**src/rtl/alu_op_sequencer_pkg.sv**
```systemverilog
// Shared definitions for the ALU-op sequencer and decoder.
// Holds the ALU op encodings, MIPS opcode/funct fields, FSM states and helpers.
package alu_op_pkg;

  typedef logic [4:0] alu_op_t;

  // ALU op encodings seen by the ALU and HI/LO unit.
  localparam alu_op_t ALU_ADD     = 5'd0;
  localparam alu_op_t ALU_SUB     = 5'd1;
  localparam alu_op_t ALU_MUL     = 5'd2;
  localparam alu_op_t ALU_AND     = 5'd3;
  localparam alu_op_t ALU_OR      = 5'd4;
  localparam alu_op_t ALU_XOR     = 5'd5;
  localparam alu_op_t ALU_NOR     = 5'd6;
  localparam alu_op_t ALU_SLL     = 5'd7;
  localparam alu_op_t ALU_SRL     = 5'd8;
  localparam alu_op_t ALU_ROTR    = 5'd9;
  localparam alu_op_t ALU_SRA     = 5'd10;
  localparam alu_op_t ALU_SEH     = 5'd11;
  localparam alu_op_t ALU_ADDU    = 5'd12;
  localparam alu_op_t ALU_MULTU   = 5'd13;
  localparam alu_op_t ALU_SLT     = 5'd14;
  localparam alu_op_t ALU_SEB     = 5'd15;
  localparam alu_op_t ALU_SLTU    = 5'd16;
  localparam alu_op_t ALU_SLLV    = 5'd17;
  localparam alu_op_t ALU_SRLV    = 5'd18;
  localparam alu_op_t ALU_SRAV    = 5'd19;
  localparam alu_op_t ALU_ROTRV   = 5'd20;
  localparam alu_op_t ALU_MOV     = 5'd21;
  localparam alu_op_t ALU_LUI     = 5'd22;
  localparam alu_op_t ALU_BLTZ    = 5'd23;
  localparam alu_op_t ALU_BLEZ    = 5'd24;
  localparam alu_op_t ALU_BGTZ    = 5'd25;
  localparam alu_op_t ALU_BGEZ    = 5'd26;
  localparam alu_op_t ALU_BNE     = 5'd27;
  localparam alu_op_t ALU_INVALID = 5'b11111;

  // Primary opcodes, Instruction[31:26].
  localparam logic [5:0] OPC_SPECIAL  = 6'h00;
  localparam logic [5:0] OPC_REGIMM   = 6'h01;
  localparam logic [5:0] OPC_BEQ      = 6'h04;
  localparam logic [5:0] OPC_BNE      = 6'h05;
  localparam logic [5:0] OPC_BLEZ     = 6'h06;
  localparam logic [5:0] OPC_BGTZ     = 6'h07;
  localparam logic [5:0] OPC_ADDI     = 6'h08;
  localparam logic [5:0] OPC_ADDIU    = 6'h09;
  localparam logic [5:0] OPC_SLTI     = 6'h0A;
  localparam logic [5:0] OPC_SLTIU    = 6'h0B;
  localparam logic [5:0] OPC_ANDI     = 6'h0C;
  localparam logic [5:0] OPC_ORI      = 6'h0D;
  localparam logic [5:0] OPC_XORI     = 6'h0E;
  localparam logic [5:0] OPC_LUI      = 6'h0F;
  localparam logic [5:0] OPC_SPECIAL2 = 6'h1C;
  localparam logic [5:0] OPC_SPECIAL3 = 6'h1F;
  localparam logic [5:0] OPC_LB       = 6'h20;
  localparam logic [5:0] OPC_LH       = 6'h21;
  localparam logic [5:0] OPC_LW       = 6'h23;
  localparam logic [5:0] OPC_SB       = 6'h28;
  localparam logic [5:0] OPC_SH       = 6'h29;
  localparam logic [5:0] OPC_SW       = 6'h2B;

  // SPECIAL funct codes, Instruction[5:0].
  localparam logic [5:0] FN_SLL   = 6'h00;
  localparam logic [5:0] FN_SRL   = 6'h02;
  localparam logic [5:0] FN_SRA   = 6'h03;
  localparam logic [5:0] FN_SLLV  = 6'h04;
  localparam logic [5:0] FN_SRLV  = 6'h06;
  localparam logic [5:0] FN_SRAV  = 6'h07;
  localparam logic [5:0] FN_MOVZ  = 6'h0A;
  localparam logic [5:0] FN_MOVN  = 6'h0B;
  localparam logic [5:0] FN_MTHI  = 6'h11;
  localparam logic [5:0] FN_MTLO  = 6'h13;
  localparam logic [5:0] FN_MULT  = 6'h18;
  localparam logic [5:0] FN_MULTU = 6'h19;
  localparam logic [5:0] FN_ADD   = 6'h20;
  localparam logic [5:0] FN_ADDU  = 6'h21;
  localparam logic [5:0] FN_SUB   = 6'h22;
  localparam logic [5:0] FN_AND   = 6'h24;
  localparam logic [5:0] FN_OR    = 6'h25;
  localparam logic [5:0] FN_XOR   = 6'h26;
  localparam logic [5:0] FN_NOR   = 6'h27;
  localparam logic [5:0] FN_SLT   = 6'h2A;
  localparam logic [5:0] FN_SLTU  = 6'h2B;

  // SPECIAL3 byte/halfword sign-extend selectors.
  localparam logic [5:0] FN_BSHFL = 6'h20;
  localparam logic [4:0] SA_SEB   = 5'h10;
  localparam logic [4:0] SA_SEH   = 5'h18;

  typedef enum logic [1:0] {
    ST_IDLE,
    ST_MUL_RUN,
    ST_MUL_DONE
  } state_t;

  // Multiply-class ops take the multi-cycle path.
  function automatic logic is_mul_op(alu_op_t op);
    return (op == ALU_MUL) || (op == ALU_MULTU);
  endfunction

endpackage

```
**src/rtl/alu_op_sequencer_if.sv**
```systemverilog
// ID/EX-side bus of the ALU-op sequencer: instruction in, op and status out.
interface alu_op_sequencer_if #(
  parameter int OP_W = 5
);
  logic [31:0]     Instruction;
  logic            InstrValid;
  logic            StallIn;
  logic [OP_W-1:0] ALUOp;
  logic            ALUOpValid;
  logic            Ready;
  logic            MulBusy;
  logic            MulSigned;
  logic            HiLoWrite;

  // Pipeline front end drives instructions and the downstream hold.
  modport master (
    output Instruction, InstrValid, StallIn,
    input  ALUOp, ALUOpValid, Ready, MulBusy, MulSigned, HiLoWrite
  );

  // The sequencer itself.
  modport slave (
    input  Instruction, InstrValid, StallIn,
    output ALUOp, ALUOpValid, Ready, MulBusy, MulSigned, HiLoWrite
  );
endinterface

```
**src/rtl/alu_op_sequencer_decode.sv**
```systemverilog
// Combinational MIPS instruction -> ALU op decoder; also used by the hazard unit.
module alu_op_decode
  import alu_op_pkg::*;
(
  input  logic [31:0] instr,
  output alu_op_t     op
);

  logic [5:0] opcode;
  logic [5:0] funct;
  logic [4:0] shamt;
  logic [4:0] rs;
  logic [4:0] rt;
  logic       unused_rd;

  assign opcode    = instr[31:26];
  assign rs        = instr[25:21];
  assign rt        = instr[20:16];
  assign shamt     = instr[10:6];
  assign funct     = instr[5:0];
  assign unused_rd = ^instr[15:11];

  // Map opcode/funct (plus rs/rt/shamt qualifiers) onto the ALU op code.
  always_comb begin
    // NOTE: default first so every path assigns op; without it a latch is inferred.
    op = ALU_INVALID;
    case (opcode)
      OPC_SPECIAL: begin
        case (funct)
          FN_ADD:   op = ALU_ADD;
          FN_SUB:   op = ALU_SUB;
          FN_MULT:  op = ALU_MUL;
          FN_AND:   op = ALU_AND;
          FN_OR:    op = ALU_OR;
          FN_XOR:   op = ALU_XOR;
          FN_NOR:   op = ALU_NOR;
          FN_SLL:   op = ALU_SLL;
          FN_SRL: begin
            if (rs == 5'd0)      op = ALU_SRL;
            else if (rs == 5'd1) op = ALU_ROTR;
          end
          FN_SRA:   op = ALU_SRA;
          FN_ADDU:  op = ALU_ADDU;
          FN_MULTU: op = ALU_MULTU;
          FN_SLT:   op = ALU_SLT;
          FN_SLTU: begin
            if (shamt == 5'd0) op = ALU_SLTU;
          end
          FN_SLLV:  op = ALU_SLLV;
          FN_SRLV: begin
            if (shamt == 5'd0)      op = ALU_SRLV;
            else if (shamt == 5'd1) op = ALU_ROTRV;
          end
          FN_SRAV:  op = ALU_SRAV;
          FN_MOVN, FN_MOVZ, FN_MTLO, FN_MTHI: op = ALU_MOV;
          default:  op = ALU_INVALID;
        endcase
      end
      OPC_ADDI, OPC_LB, OPC_LH, OPC_LW,
      OPC_SB, OPC_SH, OPC_SW:           op = ALU_ADD;
      OPC_BEQ:                          op = ALU_SUB;
      OPC_SPECIAL2:                     op = ALU_MUL;
      OPC_ANDI:                         op = ALU_AND;
      OPC_ORI:                          op = ALU_OR;
      OPC_XORI:                         op = ALU_XOR;
      OPC_SPECIAL3: begin
        if (funct == FN_BSHFL && shamt == SA_SEH)      op = ALU_SEH;
        else if (funct == FN_BSHFL && shamt == SA_SEB) op = ALU_SEB;
      end
      OPC_ADDIU:                        op = ALU_ADDU;
      OPC_SLTI:                         op = ALU_SLT;
      OPC_SLTIU:                        op = ALU_SLTU;
      OPC_LUI:                          op = ALU_LUI;
      OPC_REGIMM: begin
        if (rt == 5'd0)      op = ALU_BLTZ;
        else if (rt == 5'd1) op = ALU_BGEZ;
      end
      OPC_BLEZ:                         op = ALU_BLEZ;
      OPC_BGTZ:                         op = ALU_BGTZ;
      OPC_BNE:                          op = ALU_BNE;
      default:                          op = ALU_INVALID;
    endcase
  end

endmodule

```
**src/rtl/alu_op_sequencer.sv**
```systemverilog
// Registered ALU-op decoder with a multi-cycle sequencer for multiply-class ops.
// Stalls the front end while a multiply runs and strobes the HI/LO write at completion.
module alu_op_sequencer
  import alu_op_pkg::*;
#(
  parameter int OP_W        = 5,
  parameter int MUL_LATENCY = 4,
  parameter int CNT_W       = 4
) (
  input logic              Clk,
  input logic              Rst,
  alu_op_sequencer_if.slave bus
);

  localparam logic [CNT_W-1:0] CNT_LOAD = CNT_W'(MUL_LATENCY - 1);

  alu_op_t          dec_op;
  logic             dec_mul;
  logic             dec_hilo;
  state_t           state;
  logic [CNT_W-1:0] cnt;
  logic             hilo_pend;

  alu_op_decode u_decode (
    .instr (bus.Instruction),
    .op    (dec_op)
  );

  // Only R-type mult/multu write HI/LO; SPECIAL2 mul writes a GPR instead.
  assign dec_mul  = is_mul_op(dec_op);
  assign dec_hilo = dec_mul && (bus.Instruction[31:26] == OPC_SPECIAL);

  // FSM, latency counter and all registered outputs; StallIn freezes everything.
  always_ff @(posedge Clk) begin
    // NOTE: non-blocking throughout so every register updates from pre-edge values.
    if (Rst) begin
      state          <= ST_IDLE;
      cnt            <= '0;
      hilo_pend      <= 1'b0;
      bus.ALUOp      <= '1;
      bus.ALUOpValid <= 1'b0;
      bus.Ready      <= 1'b1;
      bus.MulBusy    <= 1'b0;
      bus.MulSigned  <= 1'b0;
      bus.HiLoWrite  <= 1'b0;
    end else if (!bus.StallIn) begin
      case (state)
        // MUL_DONE accepts like IDLE, so a new instruction lands in the completion cycle.
        ST_IDLE, ST_MUL_DONE: begin
          state         <= ST_IDLE;
          bus.HiLoWrite <= 1'b0;
          if (bus.InstrValid) begin
            bus.ALUOp <= OP_W'(dec_op);
            if (dec_mul) begin
              state          <= ST_MUL_RUN;
              cnt            <= CNT_LOAD;
              hilo_pend      <= dec_hilo;
              bus.ALUOpValid <= 1'b0;
              bus.MulBusy    <= 1'b1;
              bus.Ready      <= 1'b0;
              bus.MulSigned  <= (dec_op == ALU_MUL);
            end else begin
              bus.ALUOpValid <= 1'b1;
            end
          end else begin
            bus.ALUOpValid <= 1'b0;
          end
        end
        ST_MUL_RUN: begin
          if (cnt == '0) begin
            state          <= ST_MUL_DONE;
            bus.ALUOpValid <= 1'b1;
            bus.HiLoWrite  <= hilo_pend;
            bus.MulBusy    <= 1'b0;
            bus.Ready      <= 1'b1;
          end else begin
            cnt <= cnt - 1'b1;
          end
        end
        default: state <= ST_IDLE;
      endcase
    end
  end

endmodule

```
**src/flat_wrapper.sv**
```systemverilog
// flat-port wrapper written by rule: the top's interface ports become plain ports
module alu_op_sequencer_flat import alu_op_pkg::*;
#(
  parameter int OP_W        = 5,
  parameter int MUL_LATENCY = 4,
  parameter int CNT_W       = 4
)
  (Clk, Rst, bus_Instruction, bus_InstrValid, bus_StallIn, bus_ALUOp, bus_ALUOpValid, bus_Ready, bus_MulBusy, bus_MulSigned, bus_HiLoWrite);
  alu_op_sequencer_if #(.OP_W(OP_W)) bus_i ();
  input logic Clk;
  input logic Rst;
  input wire logic [$bits(bus_i.Instruction)-1:0] bus_Instruction;
  input wire logic [$bits(bus_i.InstrValid)-1:0] bus_InstrValid;
  input wire logic [$bits(bus_i.StallIn)-1:0] bus_StallIn;
  output wire logic [$bits(bus_i.ALUOp)-1:0] bus_ALUOp;
  output wire logic [$bits(bus_i.ALUOpValid)-1:0] bus_ALUOpValid;
  output wire logic [$bits(bus_i.Ready)-1:0] bus_Ready;
  output wire logic [$bits(bus_i.MulBusy)-1:0] bus_MulBusy;
  output wire logic [$bits(bus_i.MulSigned)-1:0] bus_MulSigned;
  output wire logic [$bits(bus_i.HiLoWrite)-1:0] bus_HiLoWrite;
  assign bus_i.Instruction = bus_Instruction;
  assign bus_i.InstrValid = bus_InstrValid;
  assign bus_i.StallIn = bus_StallIn;
  assign bus_ALUOp = bus_i.ALUOp;
  assign bus_ALUOpValid = bus_i.ALUOpValid;
  assign bus_Ready = bus_i.Ready;
  assign bus_MulBusy = bus_i.MulBusy;
  assign bus_MulSigned = bus_i.MulSigned;
  assign bus_HiLoWrite = bus_i.HiLoWrite;
  alu_op_sequencer #(.OP_W(OP_W), .MUL_LATENCY(MUL_LATENCY), .CNT_W(CNT_W)) u_core (.Clk(Clk), .Rst(Rst), .bus(bus_i));
endmodule
```
**config.mk**
```make
export PLATFORM = sky130hd
export DESIGN_NAME = alu_op_sequencer_flat
export DESIGN_NICKNAME = d
export VERILOG_FILES = /design/src/rtl/alu_op_sequencer_pkg.sv /design/src/rtl/alu_op_sequencer_if.sv /design/src/rtl/alu_op_sequencer_decode.sv /design/src/rtl/alu_op_sequencer.sv /design/src/flat_wrapper.sv
export SDC_FILE = /design/constraint.sdc
export NUM_CORES = 1
export LEC_CHECK = 0
export ABC_AREA = 1
export CAP_MARGIN = 20
export CORE_ASPECT_RATIO = 0.75
export CORE_MARGIN = 3
export CORE_UTILIZATION = 49
export DETAILED_ROUTE_END_ITERATION = 7
export PLACE_DENSITY_LB_ADDON = 0.25
export SYNTH_ARGS = -nofsm -noshare
export SYNTH_HDL_FRONTEND = slang
export SYNTH_HIERARCHICAL = 1
export SYNTH_SLANG_ARGS = --single-unit
```
**constraint.sdc**
```tcl
create_clock -name Clk -period 2.6 [get_ports Clk]
set_clock_uncertainty 0.2 [all_clocks]
set_input_delay 0.78 -clock Clk [delete_from_list [all_inputs] [get_ports Clk]]
set_output_delay 0.78 -clock Clk [all_outputs]
set_load 0.005 [all_outputs]
```
# Word level (Yosys, flattened, before mapping)
# Cells that the tools add are included.
word_totals:
  reg_bits: 17
  in_bits: 36
  out_inout_bits: 10
  word_cells: 118
classes:
  n_addsub: 1
  n_eq_ne: 54
  muxes: 32
  n_bitwise: 1
  reduce_logical: 21
ops:
  columns: ["op", "count"]
  rows:
  - ["equality test 6 bit (second input constant)", 15]
  - ["one-hot mux 5 bit (18 select lines)", 1]
  - ["one-hot mux 5 bit (16 select lines)", 1]
  - ["equality test 6 x 4 -> 1 bit (second input constant)", 10]
  - ["equality test 6 x 3 -> 1 bit (second input constant)", 7]
  - ["equality test 6 x 5 -> 1 bit (second input constant)", 6]
  - ["2-to-1 mux 4 bit", 7]
  - ["2-to-1 mux 5 bit", 4]
  - ["equality test 5 x 1 -> 1 bit (second input constant)", 3]
  - ["zero test 5 bit", 3]
  - ["equality test 6 x 2 -> 1 bit (second input constant)", 2]
  - ["zero test 6 bit", 2]
  - ["equality test 5 bit (second input constant)", 2]
  - ["2-to-1 mux 1 bit", 10]
  - ["AND reduction 5 bit", 2]
  - ["one-hot mux 1 bit (2 select lines)", 4]
  - ["one-hot mux 4 bit (2 select lines)", 1]
  - ["OR reduction 7 bit", 1]
  - ["equality test 6 x 1 -> 1 bit (second input constant)", 1]
  - ["AND reduction 3 bit", 2]
  - ["equality test 5 x 2 -> 1 bit (second input constant)", 1]
  - ["equality test 5 x 4 -> 1 bit (second input constant)", 1]
  - ["zero test 4 bit", 1]
  - ["2-to-1 mux 2 bit", 2]
  - ["other kinds (16)", 20]

# Logic depth before layout (Yosys ltp)
# Gate-level depths: netlist (run 1).
depth:
  word_depth: 10
  mapped_depth: 19
  ltp_nobuf: 19

# By module
# The synthesis (run 1) kept the hierarchy.
by_module_without_submodules:
  columns: ["mod", "instances", "cells_each", "area_per_inst_um2", "seq_area_each_um2"]
  rows:
  - ["alu_op_decode", 1, 195, 893.4, 0.0]
  - ["alu_op_sequencer", 1, 122, 850.8, 340.3]

# Worst setup path after synthesis (run 1)
# No wires, ideal clock.
synth_path:
  path_type: "input to register"
  start: "input bus_Instruction[5]"
  end: "register u_core.hilo_pend"
  setup_time_ns: 0.115
  arrival_ns: 2.187
  t_required_ns: 2.285
  setup_slack_ns: 0.098
  path_stages: 16
  n_path_buf: 1
  path_cell_list: "inv_1 nor2_1 buf_6 nand3_1 nand2_1 nor2_2 nand4_2 nand2_1 nand2_1 nand2_1 nor2_1 nand3_2 nand2_1 nand2_1 o21ai_1 nor2_1"
synth_via:
  elab_cells_between_ends: 33
  classes_between: "eq/ne: 22; mux: 4; reduce/logical: 7"
synth_lines:
  columns: ["element", "line", "source"]
  rows:
  - ["start: declaration", "flat_wrapper.sv:12", "input wire logic [$bits(bus_i.Instruction)-1:0] bus_Instruction;"]
  - ["equality test 6 x 4 -> 1 bit (tied with other cells)", "alu_op_sequencer_decode.sv:29", "case (funct)"]
  - ["OR reduction 4 bit or logical AND 1 bit (tied branches)", "alu_op_sequencer_decode.sv:29, alu_op_sequencer_decode.sv:67", null]
  - ["one-hot mux 5 bit (18 select lines) or 2-to-1 mux 5 bit (tied branches)", "alu_op_sequencer_decode.sv:29, alu_op_sequencer_decode.sv:67", null]
  - ["one-hot mux 5 bit (16 select lines) (*)", "alu_op_sequencer_decode.sv:27", "case (opcode)"]
  - ["net u_core.dec_op[2]", "alu_op_sequencer.sv:17", "alu_op_t dec_op;"]
  - ["equality test 5 x 2 -> 1 bit or equality test 5 x 4 -> 1 bit (tied branches)", "alu_op_sequencer_pkg.sv:98", "return (op == ALU_MUL) || (op == ALU_MULTU);"]
  - ["logical OR 1 bit (*)", "alu_op_sequencer_pkg.sv:98", null]
  - ["AND reduction 4 bit (no source line) or logical AND 1 bit (tied branches)", null, null]
  - ["end signal: assignment", "alu_op_sequencer.sv:57", "hilo_pend <= dec_hilo;"]
  - ["end: declaration", "alu_op_sequencer.sv:22", "logic hilo_pend;"]
# The timed path passes the listed nets; every way through them passes the cells marked *.
# A chain may end at the register's enable or synchronous reset.

# Worst setup path in the final report (run 1)
layout_path:
  start: "input bus_Instruction[8]"
  end: "register u_core.bus.MulSigned"
layout_via:
  elab_chain_len: 8
  elab_cells_between_ends: 17
  classes_between: "eq/ne: 5; mux: 7; reduce/logical: 5"
layout_lines:
  columns: ["element", "line", "source"]
  rows:
  - ["equality test 5 x 1 -> 1 bit", "alu_op_sequencer_decode.sv:52", "else if (shamt == 5'd1) op = ALU_ROTRV;"]
  - ["2-to-1 mux 4 bit", "alu_op_sequencer_decode.sv:52", null]
  - ["2-to-1 mux 4 bit", "alu_op_sequencer_decode.sv:51", "if (shamt == 5'd0) op = ALU_SRLV;"]
  - ["one-hot mux 5 bit (18 select lines)", "alu_op_sequencer_decode.sv:29", null]
  - ["one-hot mux 5 bit (16 select lines) (*)", "alu_op_sequencer_decode.sv:27", null]
  - ["net u_core.dec_op[1]", "alu_op_sequencer.sv:17", null]
  - ["equality test 5 x 2 -> 1 bit or equality test 5 x 4 -> 1 bit (tied branches)", "alu_op_sequencer_pkg.sv:98, alu_op_sequencer.sv:61", null]
  - ["logical OR 1 bit", "alu_op_sequencer_pkg.sv:98", null]
  - ["AND reduction 4 bit (no source line)", null, null]
  - ["end signal: assignment", "alu_op_sequencer.sv:61", "bus.MulSigned <= (dec_op == ALU_MUL);"]
  - ["end: declaration", "alu_op_sequencer_if.sv:24", "output ALUOp, ALUOpValid, Ready, MulBusy, MulSigned, HiLoWrite"]
# Marked as above.

==> results.toml, run 1 <==
[power_and_ir_drop]
power_density_nw_per_um2 = 296
irDropWorstVdd_uv = 381
switching_power_w = 0.000304
p_leak_nw = 1.44
pwr-share-clk = 0.234
power.internal_w = 0.000546
pwr-share-comb = 0.442
pwr-share-seq = 0.324
swShare = 0.358
finalPower_w = 0.000850

[floorplan]
ios = 46
dieArea_um2 = 4320
std_cell_rows = 18
core_um2 = 3360
chipWidth_um = 74.9
die_h_um = 57.7
initial_core_util = 0.520

[final_layout]
diodes = 0
area_growth_pct = 64.4
drive_gt1_frac = 0.426
final_cells = 446
multi_input_area_um2 = 1540
final_cell_area_um2 = 2870
final_nets = 444
nFillCells = 186
final_common_cell = "nand2_1"
seq_area_um2 = 340
layout_common_cells = "67 x nand2_1, 40 x buf_4, 36 x nor2_1, 30 x inv_1, 26 x nand3_1"

[detailed_routing]
detail_route.first_pass.iterations = 5
viasPerCell = 5.82
drt-initial-drc-count = 363
wl_per_cell_um = 15.8
drt-total-wl_um = 7030
vias = 2596
ant_nets = 0
drc = 0

[sta]
hold_viol = 0
rsz0062_at_grt = "true"
max_slew_margin = 0.737
maxSlewViolCount = 0
finalSetupViolCount = 8
timing.final.crit_share = 1.05
tightestPinTransition_ps = 395
setup_slack_ps = -129
fmax_mhz = 366
period_needed_ps = 2730
hold_ws_ps = 272

[yosys]
synth_fp_nets = 354
yosysWarnings = 6
yosysTopAreaCell = "nand2_1"
synthDistinctLibCells = 27
synth_area_leaders = "nand2_1 20%, dfxtp_1 20%, nor2_1 12%"
netlist_area_um2 = 1740
avgSynthCellArea_um2 = 5.50
ys_seq_area_frac = 0.195
syn_inst = 317
ys_seq_elements = 17
synth_top_area_frac = 0.198

[setup_path]
critPathKind = "input port to flop"
critPathLaunchType = "input port"
end_kind = "flop"
worst_path_largest_cell_delay_ps = 140
cp_max_fo = 2
arrival_ps = 2670
r2r_setup_slack_ps = 860
crit_required_ps = 2540
cp_slowest_cell = "nor2_1"
crit_chain = "clkbuf_2 > nor2_2 > buf_4 > buf_4 > inv_1 > nor2_1 > nor2_1 > nor2_1 > nand2_1 > nor2_1 > nand2_2 > nand2_1 > nand2_2 > inv_2 > nor2_4 > buf_6 > buf_4 > buf_4 > nand4_1 > a21oi_2"

[global_route]
grt_max_degree = 13
overflow = 0
grt_pass1_wl_um = 9460
antenna_found_initial = 0
first_global_vias = 2216
grt.total_usage = 0.274

[place]
port-buffer-count = 40
place_area_um2 = 2430
numPlacedInstances = 429
place_congestion = 0.957
place_ws_ps = -706
hpwl_um = 3750

[job]
max_cap_viol_count = 0

[clock_tree]
numCtsBuffers = 3
htree_levels = 1
clockBufferDepth = 2
cts_num_sinks = 17
cts.clk_slew.worst_paths_ps = 60
clkLatencyLatePin_ps = 260
cts_root_buf = "clkbuf_8"
ctsHoldBuffers = 0
tritoncts = "yes"

[run_status]
status = "finished, violations left"
violations = "negative setup slack"

[worst_hold_path]
hp-class = "flop to flop"
[cell type report]
type                    instances  area share
well taps                      40      0.0175
clock buffers                   4      0.0157
repair buffers                 87       0.251
multi-input cells             253       0.537
flip-flops and latches         17       0.119
inverters                      45      0.0598
[critical path: cells and delay by family]
kind            cells  cell delay, ps
simple gates       11            1030
compound gates      1              60
buf+inv             8             780
[cells by family (layout without fill, tap and decap cells)]
| logic type | Yosys count | in the layout | synth area share |
|---|---|---|---|
| AND/OR/NAND/NOR | 229 | 229 | 0.618 |
| buffers and inverters | 47 | 136 | 0.108 |
| AO/OA/AOI/OAI | 22 | 22 | 0.0674 |
| flip-flops | 17 | 17 | 0.195 |
| adder cells (fa/ha/maj) | 1 | 1 | 0.00717 |
| XOR/XNOR | 1 | 1 | 0.00502 |
[per-stage QoR]
stage               utilization  TNS, ps
floorplan                     -        0
global placement          0.724    -6930
detailed placement        0.724    -7840
CTS                       0.809        0
global route              0.855    -1910
finish                    0.855     -652
[per-layer routing]
metal  share of wire  routed length, µm  vias to the layer above  track usage
li1                -                  -                     1188            -
met1            0.38               2660                     1154        0.355
met2            0.47               3300                      207        0.473
met3            0.10                732                       47       0.0572
met4           0.049                342                        0       0.0508
met5               0                  0                        -            0
[path summary, 6_finish.rpt]
| path | to | cells past startpoint | startpoint |
|---|---|---|---|
| max | u_core/bus.MulSigned | 20 | bus_Instruction[8] |
| min | u_core/bus.Ready | 2 | u_core/bus.Ready |
| max reg2reg | u_core/cnt[3] | 9 | u_core/cnt[0] |
| min reg2reg | u_core/bus.Ready | 2 | u_core/bus.Ready |
[power by group through the flow]
stage / combinational, W / sequential [W] / clock, W
final: 0.000376 / 0.000275 / 0.000199
after global routing: 0.000403 / 0.000276 / 0.000213
after CTS: 0.000317 / 0.000275 / 0.000195
after detailed placement: 0.000275 / 0.000281 / 0
after global placement: 0.000269 / 0.000280 / 0
after floorplan: 0.000134 / 0.000280 / 0
[cell usage after synthesis]
master,count
ha_1,1
xor2_1,1
nand3_4,2
nor2_1,58
and2_4,1
o21ai_0,6
nand3b_4,1
o21ai_1,2
nand2_1,92
inv_1,39
clkinv_1,1
nand2_2,2
o211ai_1,3
nor3_1,3
nor2_4,3
nand4_1,7
nand3_1,40
inv_2,5
nand4_2,1
nand3b_1,2
nor2_2,12
buf_4,1
dfxtp_1,17
buf_6,1
or2_2,2
nand3_2,3
a21oi_1,11
[timing repair]
action	in CTS	in global routing
buffers inserted	8	4
resized for setup	137	46
pin swaps	51	48
endpoints found under the setup margin	14	10
gates cloned	1	0
endpoints found under the hold margin	0	0
[sequential cells by signal, indices dropped and copies added (netlist names)]
signal / cells
u_core/state: 2
u_core/bus.MulBusy: 1
u_core/bus.MulSigned: 1
u_core/bus.ALUOp: 5
u_core/cnt: 4
u_core/bus.HiLoWrite: 1
u_core/bus.Ready: 1
u_core/hilo_pend: 1
u_core/bus.ALUOpValid: 1
Power figures use the tool's default switching activity.
==> run 2: changes to the inputs <==
- HOLD_SLACK_MARGIN: unset -> 0.03
==> results of run 2 <==
Final layout, timing and power as in run 1 (identical DEF).
==> run 3: changes to the inputs <==
- CORE_UTILIZATION: 49 -> 53
- CTS_CLUSTER_SIZE: unset -> 16
- clock period: 2.6 -> 3.4 ns (I/O delays scaled with it)
==> run 3 against run 2 <==
The run now ends clean; power decreased by 33%; count of clock-buffer cells in the layout stayed put; cell count decreased by 4.0%; via count shrank 14%; sequential share of layout area grew 1.6 points; combinational power shrank 43%; die area down 6.9%; setup slack improved by 350 ps; largest cell class unchanged.
==> results.toml, run 3 (synthesized netlist as in run 1, its figures left out) <==
[setup_path]
rr_worst_depth = 7
rr_endpoint = "u_core/bus.Ready"
critPathKind = "input port to flop"
timing.rr.start = "u_core/cnt[0]"
crit_required_ps = 3340
cp_max_fo = 7
arrival_ps = 3130
end_kind = "flop"
r2r_setup_slack_ps = 1830
critPathLaunchType = "input port"

[floorplan]
core_um2 = 3040
dieArea_um2 = 4020
die_h_um = 55.7
initial_core_util = 0.573
std_cell_rows = 17
chipWidth_um = 72.2
ios = 46

[detailed_routing]
drt-initial-drc-count = 265
wl_met1_um = 2220
wl_met2_um = 2240
drt-total-wl_um = 4830
dr_wl_met3_um = 330
vias = 2221
drc = 0
wl_per_cell_um = 11.3
viasPerCell = 5.19
ant_nets = 0
maxUsedRoutingLayer = "met4"
detail_route.first_pass.iterations = 4

[clock_tree]
cts_resized = 0
tritoncts = "yes"
cts_root_buf = "clkbuf_8"
cts_setup_buffers = 0
cts_num_sinks = 17
htree_levels = 1
clockBufferDepth = 2
clkLatencyLatePin_ps = 250
ctsHoldBuffers = 0
cts.clk_slew.worst_paths_ps = 60
numCtsBuffers = 3

[sta]
hold_ws_ps = 259
rsz0062_at_grt = "false"
period_needed_ps = 3180
tns_ps = 0
setup_slack_ps = 217
hold_viol = 0
fmax_mhz = 314
finalSetupViolCount = 0
maxSlewViolCount = 0
tightestPinTransition_ps = 395
max_slew_margin = 0.736
timing.final.crit_share = 0.936

[final_layout]
final_cells = 428
regMostFlops = "u_core/bus.ALUOp"
drive_gt1_frac = 0.190
diodes = 0
layout_common_cells = "91 x nand2_1, 55 x nor2_1, 39 x inv_1, 37 x nand3_1, 31 x buf_4"
final_common_cell = "nand2_1"
reg_top3 = "u_core/bus.ALUOp: 5 flops, u_core/cnt: 4 flops, u_core/state: 2 flops"
area_growth_pct = 44.8
largest_register_ffs = 5
final_nets = 428

[place]
numPlacedInstances = 424
hpwl_um = 3880
place_congestion = 0.923
port-buffer-count = 40
place_ws_ps = -171

[job]
max_cap_viol_count = 0

[global_route]
grt.total_usage = 0.241
antenna_found_initial = 0
grt_max_degree = 13
first_global_vias = 1961
overflow = 0
grt_pass1_wl_um = 8130

[power_and_ir_drop]
power_density_nw_per_um2 = 227
finalPower_w = 0.000573
p_leak_nw = 1.38
irDropWorstVdd_uv = 265

[worst_hold_path]
hp-class = "flop to flop"
hold_depth = 2
hold_end = "u_core/bus.Ready"
worstHoldStart = "u_core/bus.Ready"

[run_status]
status = "completed"
run 3: changes by cell type in the layout (fill, tap and decap cells not counted), moves of 11 or more:
cell / previous run / this run
nor2_4: 18 / 7
clkdlybuf4s50_1: 16 / 30
nand3_1: 26 / 37
nand2_1: 67 / 91
nand2_2: 25 / 3
nor2_1: 36 / 55
run 3: critical path, cell delays in order:
cell,delay (ps)
clkdlybuf4s50_1,470
nor2_4,190
nand2_1,110
nor2_2,110
inv_1,70
nand3_1,110
nand3b_4,160
nand2_1,60
clkinv_1,40
nand2_1,80
nor2_2,160
nand3_2,140
nand2_1,100
nand2_1,100
o21ai_1,140
nor2_1,50
run 3: worst max path at each step:
| stage | cells past startpoint | slack [ps] | startpoint | endpoint |
|---|---|---|---|---|
| 2_1_floorplan | 16 | 660 | bus_Instruction[5] | u_core/hilo_pend |
| 3_3_place_gp | 16 | -90 | bus_Instruction[1] | u_core/bus.Ready |
| 3_5_place_dp | 17 | -170 | bus_Instruction[4] | u_core/bus.Ready |
| 4_1_cts | 17 | 80 | bus_Instruction[4] | u_core/bus.Ready |
| 5_1_grt | 18 | 10 | bus_Instruction[30] | u_core/cnt[0] |
| 6_report | 16 | 220 | bus_Instruction[30] | u_core/hilo_pend |
run 3: metrics by stage:
stage               area [µm²]   util
floorplan                 1740      -
global placement          2410  0.791
detailed placement        2410  0.791
CTS                       2450  0.806
global route              2520  0.830
finish                    2520  0.830
run 3: metal layers:
metal	up-vias	track usage
met5	-	0
li1	1158	-
met1	983	0.337
met4	0	0.0349
met2	74	0.388
met3	6	0.0487
run 3: cell type report:
type / instances / area, µm²
repair buffers: 71 / 658
fillers: 207 / 517
multi-input cells: 253 / 1260
well taps: 38 / 47.5
flip-flops and latches: 17 / 340
clock buffers: 4 / 45.0
inverters: 45 / 169
run 3: report_power, final:
group	switching (W)	internal (W)
sequential	0.00000368	0.000206
combinational	0.000113	0.000104
clock	0.0000640	0.0000830
total	0.000180	0.000393
